[config.mk]
export PLATFORM = sky130hd
export DESIGN_NAME = axi4_lite_lbs_bridge_flat
export DESIGN_NICKNAME = d
export VERILOG_FILES = /design/src/rtl/axi4_lite_lbs_pkg.sv /design/src/rtl/axi4_lite_lbs_bridge_if.sv /design/src/rtl/lbs_addr_decode.sv /design/src/rtl/axi4_lite_lbs_bridge.sv /design/src/flat_wrapper.sv
export SDC_FILE = /design/constraint.sdc
export NUM_CORES = 1
export LEC_CHECK = 0
export CORE_AREA = 2 2 128 130
export DETAILED_ROUTE_END_ITERATION = 6
export DIE_AREA = 0 0 130 132
export GPL_TIMING_DRIVEN = 0
export MAX_ROUTING_LAYER = met4
export PLACE_DENSITY = 0.67
export SYNTH_ARGS = -nofsm -noshare
export SYNTH_HDL_FRONTEND = slang
export SYNTH_SLANG_ARGS = --single-unit
[constraint.sdc]
create_clock -name clk -period 9.4 [get_ports clk]
set_clock_uncertainty 0.1 [all_clocks]
set_input_delay 1.41 -clock clk [delete_from_list [all_inputs] [get_ports clk]]
set_output_delay 1.41 -clock clk [all_outputs]
set_load 0.05 [all_outputs]
[src/rtl/axi4_lite_lbs_pkg.sv]
// Shared constants for the AXI4-Lite to local-bus bridge: response codes,
// FSM state encoding and a constant-evaluable clog2.
package axi4_lite_lbs_pkg;

    localparam logic [1:0] OKAY   = 2'b00;
    localparam logic [1:0] DECERR = 2'b11;

    localparam logic [2:0] ST_IDLE  = 3'd0;
    localparam logic [2:0] ST_WR    = 3'd1;
    localparam logic [2:0] ST_WRESP = 3'd2;
    localparam logic [2:0] ST_RD    = 3'd3;
    localparam logic [2:0] ST_RWAIT = 3'd4;
    localparam logic [2:0] ST_RRESP = 3'd5;

    function automatic int unsigned clog2(input int unsigned value);
        int unsigned result;
        result = 0;
        while ((32'd1 << result) < value) begin
            result = result + 1;
        end
        return result;
    endfunction

endpackage

[src/rtl/axi4_lite_lbs_bridge_if.sv]
// AXI4-Lite channel bundle between the interconnect (master) and the bridge (slave).
interface axi4_lite_lbs_bridge_if #(
    parameter int unsigned ADDR_W = 16,
    parameter int unsigned DATA_W = 32
);
    logic                  awvalid;
    logic                  awready;
    logic [ADDR_W-1:0]     awaddr;
    logic                  wvalid;
    logic                  wready;
    logic [DATA_W-1:0]     wdata;
    logic [DATA_W/8-1:0]   wstrb;
    logic                  bvalid;
    logic                  bready;
    logic [1:0]            bresp;
    logic                  arvalid;
    logic                  arready;
    logic [ADDR_W-1:0]     araddr;
    logic                  rvalid;
    logic                  rready;
    logic [DATA_W-1:0]     rdata;
    logic [1:0]            rresp;

    modport master (
        output awvalid, awaddr, wvalid, wdata, wstrb, bready, arvalid, araddr, rready,
        input  awready, wready, bvalid, bresp, arready, rvalid, rdata, rresp
    );

    modport slave (
        input  awvalid, awaddr, wvalid, wdata, wstrb, bready, arvalid, araddr, rready,
        output awready, wready, bvalid, bresp, arready, rvalid, rdata, rresp
    );
endinterface

[src/rtl/lbs_addr_decode.sv]
// Combinational region decode: picks the slave index from the address and flags
// addresses above the last slave region as misses.
module lbs_addr_decode import axi4_lite_lbs_pkg::*; #(
    parameter int unsigned ADDR_W  = 16,
    parameter int unsigned SLV_AW  = 12,
    parameter int unsigned NUM_SLV = 4,
    localparam int unsigned IDX_W  = (NUM_SLV > 1) ? clog2(NUM_SLV) : 1
) (
    input  logic [ADDR_W-1:0]  addr,
    output logic               hit,
    output logic [IDX_W-1:0]   idx,
    output logic [NUM_SLV-1:0] onehot
);
    localparam int unsigned SEL_W   = clog2(NUM_SLV);
    localparam int unsigned TOP_LSB = SLV_AW + SEL_W;

    // Offset bits inside a region do not take part in the decode.
    logic [SLV_AW-1:0] unused_offset;
    assign unused_offset = addr[SLV_AW-1:0];

    if (SEL_W > 0) begin : g_idx
        assign idx = addr[SLV_AW +: SEL_W];
    end else begin : g_idx_single
        assign idx = '0;
    end

    if (TOP_LSB < ADDR_W) begin : g_hit
        assign hit = (addr[ADDR_W-1:TOP_LSB] == '0);
    end else begin : g_hit_full
        assign hit = 1'b1;
    end

    always_comb begin
        onehot      = '0;
        onehot[idx] = 1'b1;
    end
endmodule

[src/rtl/axi4_lite_lbs_bridge.sv]
// AXI4-Lite slave to local-bus bridge: one transaction in flight, fair read/write
// arbitration, region decode with DECERR, byte enables and configurable read latency.
module axi4_lite_lbs_bridge import axi4_lite_lbs_pkg::*; #(
    parameter int          U_DLY   = 1,
    parameter int unsigned ADDR_W  = 16,
    parameter int unsigned DATA_W  = 32,
    parameter int unsigned NUM_SLV = 4,
    parameter int unsigned SLV_AW  = 12,
    parameter int unsigned RD_LAT  = 1,
    localparam int unsigned STRB_W = DATA_W / 8,
    localparam int unsigned LBS_AW = SLV_AW - clog2(STRB_W)
) (
    input  logic                      clk,
    input  logic                      rst,
    axi4_lite_lbs_bridge_if.slave     axi,
    output logic [NUM_SLV-1:0]        lbs_sel,
    output logic [LBS_AW-1:0]         lbs_addr,
    output logic [DATA_W-1:0]         lbs_din,
    output logic [STRB_W-1:0]         lbs_be,
    output logic                      lbs_we,
    output logic                      lbs_re,
    input  logic [NUM_SLV*DATA_W-1:0] lbs_dout
);
    localparam int unsigned IDX_W    = (NUM_SLV > 1) ? clog2(NUM_SLV) : 1;
    localparam int unsigned OFF_W    = clog2(STRB_W);
    localparam logic [2:0]  LAT_LAST = 3'(RD_LAT - 1);
    // Assignment delay applies to simulation only; the registers below do not use it.
    localparam int          unused_dly = U_DLY;

    logic [2:0]         state_q, state_d;
    logic               last_wr_q;
    logic [IDX_W-1:0]   idx_q;
    logic [2:0]         cnt_q;
    logic [DATA_W-1:0]  rdata_q;
    logic [1:0]         bresp_q, rresp_q;

    logic               idle, wr_req, rd_req, grant_wr, grant_rd;
    logic [ADDR_W-1:0]  dec_addr;
    logic               dec_hit;
    logic [IDX_W-1:0]   dec_idx;
    logic [NUM_SLV-1:0] dec_onehot;

    assign idle   = (state_q == ST_IDLE);
    assign wr_req = axi.awvalid && axi.wvalid;
    assign rd_req = axi.arvalid;
    // On contention the channel not served last wins.
    assign grant_wr = idle && wr_req && (!rd_req || !last_wr_q);
    assign grant_rd = idle && rd_req && (!wr_req || last_wr_q);

    assign axi.awready = grant_wr;
    assign axi.wready  = grant_wr;
    assign axi.arready = grant_rd;
    assign axi.bvalid  = (state_q == ST_WRESP);
    assign axi.bresp   = bresp_q;
    assign axi.rvalid  = (state_q == ST_RRESP);
    assign axi.rdata   = rdata_q;
    assign axi.rresp   = rresp_q;
    assign lbs_we      = (state_q == ST_WR);
    assign lbs_re      = (state_q == ST_RD);

    assign dec_addr = grant_wr ? axi.awaddr : axi.araddr;

    lbs_addr_decode #(
        .ADDR_W  (ADDR_W),
        .SLV_AW  (SLV_AW),
        .NUM_SLV (NUM_SLV)
    ) u_decode (
        .addr   (dec_addr),
        .hit    (dec_hit),
        .idx    (dec_idx),
        .onehot (dec_onehot)
    );

    always_comb begin
        state_d = state_q;
        case (state_q)
            ST_IDLE: begin
                if (grant_wr) begin
                    state_d = dec_hit ? ST_WR : ST_WRESP;
                end else if (grant_rd) begin
                    state_d = dec_hit ? ST_RD : ST_RRESP;
                end
            end
            ST_WR:    state_d = ST_WRESP;
            ST_WRESP: if (axi.bready) state_d = ST_IDLE;
            ST_RD:    state_d = ST_RWAIT;
            ST_RWAIT: if (cnt_q == LAT_LAST) state_d = ST_RRESP;
            ST_RRESP: if (axi.rready) state_d = ST_IDLE;
            default:  state_d = ST_IDLE;
        endcase
    end

    always_ff @(posedge clk or posedge rst) begin
        if (rst) begin
            state_q   <= ST_IDLE;
            last_wr_q <= 1'b0;
            idx_q     <= '0;
            cnt_q     <= '0;
            rdata_q   <= '0;
            bresp_q   <= OKAY;
            rresp_q   <= OKAY;
            lbs_sel   <= '0;
            lbs_addr  <= '0;
            lbs_din   <= '0;
            lbs_be    <= '0;
        end else begin
            state_q <= state_d;
            if (grant_wr || grant_rd) begin
                last_wr_q <= grant_wr;
                idx_q     <= dec_idx;
                lbs_sel   <= dec_hit ? dec_onehot : '0;
                lbs_addr  <= dec_hit ? dec_addr[SLV_AW-1:OFF_W] : '0;
            end
            if (grant_wr) begin
                lbs_din <= axi.wdata;
                lbs_be  <= axi.wstrb;
                bresp_q <= dec_hit ? OKAY : DECERR;
            end
            if (grant_rd && !dec_hit) begin
                rdata_q <= '0;
                rresp_q <= DECERR;
            end
            if (state_q == ST_RD) begin
                cnt_q <= '0;
            end else if (state_q == ST_RWAIT) begin
                cnt_q <= cnt_q + 3'd1;
                if (cnt_q == LAT_LAST) begin
                    rdata_q <= lbs_dout[idx_q*DATA_W +: DATA_W];
                    rresp_q <= OKAY;
                end
            end
            if (!idle && state_d == ST_IDLE) begin
                lbs_sel  <= '0;
                lbs_addr <= '0;
            end
        end
    end
endmodule

[src/flat_wrapper.sv]
// flat-port wrapper written by rule: the top's interface ports become plain ports
module axi4_lite_lbs_bridge_flat import axi4_lite_lbs_pkg::*;
#(
    parameter int          U_DLY   = 1,
    parameter int unsigned ADDR_W  = 16,
    parameter int unsigned DATA_W  = 32,
    parameter int unsigned NUM_SLV = 4,
    parameter int unsigned SLV_AW  = 12,
    parameter int unsigned RD_LAT  = 1,
    localparam int unsigned STRB_W = DATA_W / 8,
    localparam int unsigned LBS_AW = SLV_AW - clog2(STRB_W)
)
  (clk, rst, lbs_sel, lbs_addr, lbs_din, lbs_be, lbs_we, lbs_re, lbs_dout, axi_awvalid, axi_awaddr, axi_wvalid, axi_wdata, axi_wstrb, axi_bready, axi_arvalid, axi_araddr, axi_rready, axi_awready, axi_wready, axi_bvalid, axi_bresp, axi_arready, axi_rvalid, axi_rdata, axi_rresp);
  axi4_lite_lbs_bridge_if #(.ADDR_W(ADDR_W), .DATA_W(DATA_W)) axi_i ();
  input  logic clk;
  input  logic rst;
  output logic [NUM_SLV-1:0] lbs_sel;
  output logic [LBS_AW-1:0] lbs_addr;
  output logic [DATA_W-1:0] lbs_din;
  output logic [STRB_W-1:0] lbs_be;
  output logic lbs_we;
  output logic lbs_re;
  input  logic [NUM_SLV*DATA_W-1:0] lbs_dout;
  input wire logic [$bits(axi_i.awvalid)-1:0] axi_awvalid;
  input wire logic [$bits(axi_i.awaddr)-1:0] axi_awaddr;
  input wire logic [$bits(axi_i.wvalid)-1:0] axi_wvalid;
  input wire logic [$bits(axi_i.wdata)-1:0] axi_wdata;
  input wire logic [$bits(axi_i.wstrb)-1:0] axi_wstrb;
  input wire logic [$bits(axi_i.bready)-1:0] axi_bready;
  input wire logic [$bits(axi_i.arvalid)-1:0] axi_arvalid;
  input wire logic [$bits(axi_i.araddr)-1:0] axi_araddr;
  input wire logic [$bits(axi_i.rready)-1:0] axi_rready;
  output wire logic [$bits(axi_i.awready)-1:0] axi_awready;
  output wire logic [$bits(axi_i.wready)-1:0] axi_wready;
  output wire logic [$bits(axi_i.bvalid)-1:0] axi_bvalid;
  output wire logic [$bits(axi_i.bresp)-1:0] axi_bresp;
  output wire logic [$bits(axi_i.arready)-1:0] axi_arready;
  output wire logic [$bits(axi_i.rvalid)-1:0] axi_rvalid;
  output wire logic [$bits(axi_i.rdata)-1:0] axi_rdata;
  output wire logic [$bits(axi_i.rresp)-1:0] axi_rresp;
  assign axi_i.awvalid = axi_awvalid;
  assign axi_i.awaddr = axi_awaddr;
  assign axi_i.wvalid = axi_wvalid;
  assign axi_i.wdata = axi_wdata;
  assign axi_i.wstrb = axi_wstrb;
  assign axi_i.bready = axi_bready;
  assign axi_i.arvalid = axi_arvalid;
  assign axi_i.araddr = axi_araddr;
  assign axi_i.rready = axi_rready;
  assign axi_awready = axi_i.awready;
  assign axi_wready = axi_i.wready;
  assign axi_bvalid = axi_i.bvalid;
  assign axi_bresp = axi_i.bresp;
  assign axi_arready = axi_i.arready;
  assign axi_rvalid = axi_i.rvalid;
  assign axi_rdata = axi_i.rdata;
  assign axi_rresp = axi_i.rresp;
  axi4_lite_lbs_bridge #(.U_DLY(U_DLY), .ADDR_W(ADDR_W), .DATA_W(DATA_W), .NUM_SLV(NUM_SLV), .SLV_AW(SLV_AW), .RD_LAT(RD_LAT)) u_core (.clk(clk), .rst(rst), .axi(axi_i), .lbs_sel(lbs_sel), .lbs_addr(lbs_addr), .lbs_din(lbs_din), .lbs_be(lbs_be), .lbs_we(lbs_we), .lbs_re(lbs_re), .lbs_dout(lbs_dout));
endmodule
==> results.cfg, run 1 <==
[clock_network]
cts_made_buffers = 9
h-tree-depth = 3
clock_latency_ps = 340
path_clk_slew_ps = 70
post-cts-setup-buffer-count = 0
cts_tree = done
root_buffer = clkbuf_16
cts_sinks = 94
cts_buffer_depth = 2
cts_resized = 0
hold_buffers = 0

[worst_setup_path]
worstSetupPathType = input port to output pin
slowest_stage = clkdlybuf4s50_1
startpoint_type = input port
cp.arrival_ps = 3830
cp_cell_sequence = clkdlybuf4s50_1 -> and2_1 -> buf_2 -> nand3_1 -> buf_2 -> inv_1 -> buf_4 -> clkdlybuf4s50_1
crit_path_max_incr_delay_ps = 790
timing.critical_path.buf_inv = 6
end_kind = output pin
cp.required_ps = 7890
worstReg2RegEnd = u_core.idx_q[0]
critical-path-top-delay-family = buffers and inverters
worst-path-stages = 8
reg2regPathDepth = 6
cp_max_fo = 10
timing.reg2reg.setup_slack_ps = 7220
r2r-start = u_core.state_q[1]

[layout]
layout-drive-gt1-share = 0.1630
syn_to_final_growth_pct = 75.86
regArea_um2 = 2352
fillers = 1368
final_util = 0.5186
final_design_area_no_fill_um2 = 8148
multi_input_area_um2 = 2092
antenna_cells = 0
nets = 844

[drt]
routed_wl_um = 15610
wl_per_cell_um = 18.15
drc = 0
dr.pass1.iters = 4
vias = 4142
drt_iter0_drc = 198
viasPerCell = 4.816
antenna_left = 0

[floorplan]
core_um2 = 15710
placementRows = 46
die_y_um = 132
io-pin-count = 296
dieArea_um2 = 17160
fp.dieW_um = 130
start_util = 0.2949

[global_routing]
grt_pass1_wl_um = 23510
overflow = 0
first_global_vias = 4437
grt_max_degree = 54
antenna_found_initial = 0
grtUsageTotal = 0.1826

[synthesis]
yosysTopAreaCell = dfrtp_1
yosys_warnings = 0
syn_area_per_cell_um2 = 13.79
ys_ff_latch = 94
syn_area_um2 = 4633
seq_area_frac_synth = 0.5077
syn_nets = 541
synth_most_common_cell = dfrtp_1
synth_edf_count = 0
synth_top_area_share = 0.5077
synthFlopType = dfrtp_1
ys_async_sr_fraction = 1.000
synth_cell_types = 37
synth_area_leaders = dfrtp_1 (51%), mux4_2 (16%), mux2_2 (8.7%), a22o_1 (6.0%), mux2i_1 (3.0%)
synthCells = 336
synthTopCellsByCount = dfrtp_1 (94), mux2_2 (36), a22o_1 (32), mux4_2 (32), nor2_1 (15)

[timing]
tightest_slew_ps = 608.0
slew_violations = 0
clock.fmax_mhz = 187.3
setup_viol = 0
hold_slack_ps = 389.1
relSlewSlack = 0.5947
period_share = 0.5679
period_needed_ps = 5338
report.final.hold_viol_count = 0
rsz0062_at_grt = false
tns_ps = 0

[power_and_ir_drop]
clkPwrFrac = 0.145
seqPwrFrac = 0.253
p_leak_nw = 3.363
switching_power_w = 0.001145
irDropWorstVdd_v = 0.0001436
internal_power_w = 0.001398
power.density_nw_per_um2 = 312.1
power_w = 0.002543
netSwitchingFraction = 0.4504
power_frac_comb = 0.602

[place]
place_congestion = 0.8683
place_hpwl_um = 12440
io_buffer_count = 291
placed_cell_area_um2 = 7846

[hold_path]
hold_class = flip-flop to flip-flop
worstHoldStart = u_core.lbs_addr[9]
min_to = u_core.lbs_addr[9]
holdPathStages = 1

[flow_run]
maxCapViolations = 0

[outcome]
run_status = finished, final reports clean
routing by layer:
| metal | routed length [µm] | vias up | global-route usage |
|---|---|---|---|
| met4 | 529 | 0 | 0.08244 |
| met2 | 7734 | 197 | 0.3112 |
| li1 | - | 1887 | - |
| met3 | 1208 | 41 | 0.03977 |
| met1 | 6139 | 2017 | 0.2028 |
| met5 | 0 | - | - |
cell usage in the layout, fill, tap and decap left out, types with 2 or more instances in the layout:
master and count:
clkinvlp_4 2, nand2_1 14, clkdlybuf4s50_1 291, clkbuf_1 8
a31oi_1 3, clkbuf_16 9, nor3b_1 2, a21oi_1 6
buf_4 2, ha_1 2, o2bb2ai_1 12, a22o_1 32
nand3_1 4, mux2i_1 14, inv_1 9, buf_1 3
buf_2 13, o21ai_0 8, buf_6 3, a21o_1 2
mux2_2 36, dfrtp_1 94, mux4_2 32, nand2b_1 2
nor2b_1 2, and3_1 2, nor3_1 2, or3_1 3
nor2_1 15
state kept, by name (all words and copies together) (netlist names):
signal,count
u_core.axi.bresp,1
u_core.axi.rdata,32
u_core.axi.rresp,2
u_core.cnt_q,3
u_core.idx_q,2
u_core.last_wr_q,1
u_core.lbs_addr,10
u_core.lbs_be,4
u_core.lbs_din,32
u_core.lbs_sel,4
u_core.state_q,3
worst max-delay path by stage:
stage                      end   startpoint  slack (ps)
2_1_floorplan      axi_arready  axi_awvalid        4840
3_3_place_gp   u_core.cnt_q[1]          rst        3920
3_5_place_dp        axi_wready  axi_awvalid        4000
4_1_cts             axi_wready  axi_awvalid        3990
5_1_grt             axi_wready  axi_awvalid        3900
6_report            axi_wready  axi_awvalid        4060
per-stage QoR:
step | setup slack, ps | instances
6_report | 4062 | 860
5_1_grt | 3905 | 860
4_1_cts | 3989 | 860
3_5_place_dp | 4001 | 844
3_3_place_gp | 3916 | 843
2_1_floorplan | 4836 | 336
cells by family (layout without fill, tap and decap cells):
family,Yosys count,after routing,share of synthesized area
fa+ha+maj,2,2,0.005400
mux,82,82,0.2733
compound gates,70,70,0.1215
simple gates,50,50,0.05131
buf+inv,38,346,0.04078
flops,94,94,0.5077
power groups by stage:
stage          Sequential (W)  Clock [W]  Combinational (W)
2_1_floorplan         0.00113          0           0.000535
3_3_place_gp         0.000644          0            0.00152
3_5_place_dp         0.000652          0            0.00154
4_1_cts              0.000646   0.000381            0.00155
5_1_grt              0.000664   0.000396            0.00160
6_report             0.000644   0.000368            0.00153
final cells by class:
type                            instances  area share
Sequential cell                        94      0.2887
Timing Repair Buffer                  292      0.3609
Inverter                               10    0.004914
Buffer                                 28     0.01858
Tap cell                              216     0.03317
Multi-Input combinational cell        204      0.2568
Clock inverter                          5    0.007217
Clock buffer                           11     0.02979
Power figures use the tool's default switching activity.
==> run 2: changes to the inputs <==
- PLACE_DENSITY: 0.67 -> 0.7
- clock period: 9.4 -> 4.4 ns (I/O delays scaled with it)
==> run 2 against run 1 <==
Via count is 1.1% lower. Sequential cell count stayed put. Clock power is 140% higher. Clock-buffer cell count is 2 lower. Global-route usage is 0.054 points higher. Setup slack worse by 3500 ps. Routed wire length is 0.53% lower. Die area stayed put. Power is 120% higher. First-iteration DRC count is 54% lower. Critical path type unchanged. Largest power group unchanged. Highest routed layer unchanged.
==> results.cfg, run 2 (synthesis gave the netlist of run 1 again) <==
[drt]
routed_wl_um = 15530
drt_iter0_drc = 92
drc = 0
viasPerCell = 4.767
dr.pass1.iters = 4
antenna_left = 0
wl_per_cell_um = 18.08
vias = 4095

[timing]
clock.fmax_mhz = 259.4
period_needed_ps = 3855
tightest_slew_ps = 583.3
report.final.hold_viol_count = 0
setup_slack_ps = 545.4
relSlewSlack = 0.6099
slew_violations = 0
rsz0062_at_grt = false
period_share = 0.8760
setup_viol = 0

[layout]
layout-drive-gt1-share = 0.1633
multi_input_area_um2 = 2092
fillers = 1384
final_design_area_no_fill_um2 = 8183
final_common_cell = clkdlybuf4s50_1
nets = 844
final_cell_mix = clkdlybuf4s50_1 (291), dfrtp_1 (94), mux2_2 (36)
antenna_cells = 0
syn_to_final_growth_pct = 76.61
regArea_um2 = 2352

[global_routing]
antenna_found_initial = 0
overflow = 0
grtUsageTotal = 0.1831
first_global_vias = 4445
grt_pass1_wl_um = 23670
grt_max_degree = 52

[place]
place_hpwl_um = 12460
place_congestion = 0.8781
io_buffer_count = 291
pre_cts_slack_ps = 524.5
placed_cell_area_um2 = 7846

[worst_setup_path]
startpoint_type = input port
r2r-start = u_core.state_q[1]
slowest_stage = clkdlybuf4s50_1
cp.arrival_ps = 3090
end_kind = output pin
timing.reg2reg.setup_slack_ps = 2240
crit_path_max_incr_delay_ps = 790
cp_max_fo = 10
timing.critical_path.buf_inv = 6
worstSetupPathType = input port to output pin
worstReg2RegEnd = u_core.lbs_din[31]
cp.required_ps = 3640
cp_cell_sequence = clkdlybuf4s50_1 -> and2_1 -> buf_2 -> nand3_1 -> buf_2 -> inv_1 -> buf_4 -> clkdlybuf4s50_1
reg2regPathDepth = 5
critical-path-top-delay-family = buffers and inverters

[clock_network]
cts_made_buffers = 9
h-tree-depth = 3
cts_buffer_depth = 2
hold_buffers = 0
clock_latency_ps = 340
post-cts-setup-buffer-count = 0
cts_sinks = 94
path_clk_slew_ps = 70
cts_tree = done
root_buffer = clkbuf_16
cts_resized = 0

[floorplan]
fp.dieW_um = 130
io-pin-count = 296
die_y_um = 132
dieArea_um2 = 17160
core_um2 = 15710
start_util = 0.2949
placementRows = 46

[power_and_ir_drop]
power.density_nw_per_um2 = 675.0
p_leak_nw = 3.383
irDropWorstVdd_v = 0.0003904

[hold_path]
worstHoldStart = u_core.lbs_addr[5]
holdPathStages = 1
min_to = u_core.lbs_addr[5]
hold_class = flip-flop to flip-flop

[flow_run]
maxCapViolations = 0

[outcome]
run_status = finished, final reports clean
==> run 2: cell count changes in the layout (fill, tap and decap cells not counted) <==
cell        delta
bufinv_16      +2
clkbuf_1       -1
clkbuf_8       -1
clkinvlp_4     -1
==> run 2: per-layer routing <==
layer / vias up / global-route usage / routed length, µm
met5: - / - / 0
met3: 22 / 0.04140 / 1101
met1: 2011 / 0.2064 / 6182
met2: 181 / 0.3188 / 7925
met4: 0 / 0.05974 / 319
li1: 1881 / - / -
==> run 2: how the worst max path moves through the flow <==
stage	start	cells past startpoint	endpoint
floorplan	rst	1	u_core.axi.bresp[0]
global placement	rst	2	u_core.state_q[2]
detailed placement	axi_awvalid	8	axi_wready
CTS	axi_awvalid	8	axi_wready
global route	axi_awvalid	8	axi_wready
finish	axi_awvalid	8	axi_wready
==> run 2: final cells by class <==
| class | count | area share |
|---|---|---|
| repair buffers | 292 | 0.3593 |
| flip-flops and latches | 94 | 0.2875 |
| multi-input cells | 204 | 0.2557 |
| well taps | 216 | 0.03303 |
| clock buffers | 9 | 0.02752 |
| plain buffers | 28 | 0.01850 |
| clock inverters | 6 | 0.01361 |
| inverters | 10 | 0.004893 |
==> run 2: report_power, final <==
part | internal (W) | leakage [nW] | switching (W) | total, W
clock network | 0.000552 | 0.161 | 0.000331 | 0.000883
logic | 0.00133 | 2.02 | 0.00193 | 0.00326
registers | 0.00120 | 1.20 | 0.000182 | 0.00138
==> run 2: stage by stage <==
stage	TNS, ps	utilization	hold slack [ps]	total power, W	std cells
2_1_floorplan	0	-	378.1	0.003548	336
3_3_place_gp	-23160	0.4975	370.6	0.004616	843
3_5_place_dp	0	0.4994	372.9	0.004675	844
4_1_cts	0	0.5208	397.7	0.005586	859
5_1_grt	0	0.5208	405.4	0.005793	859
6_report	0	0.5208	392.5	0.005524	859
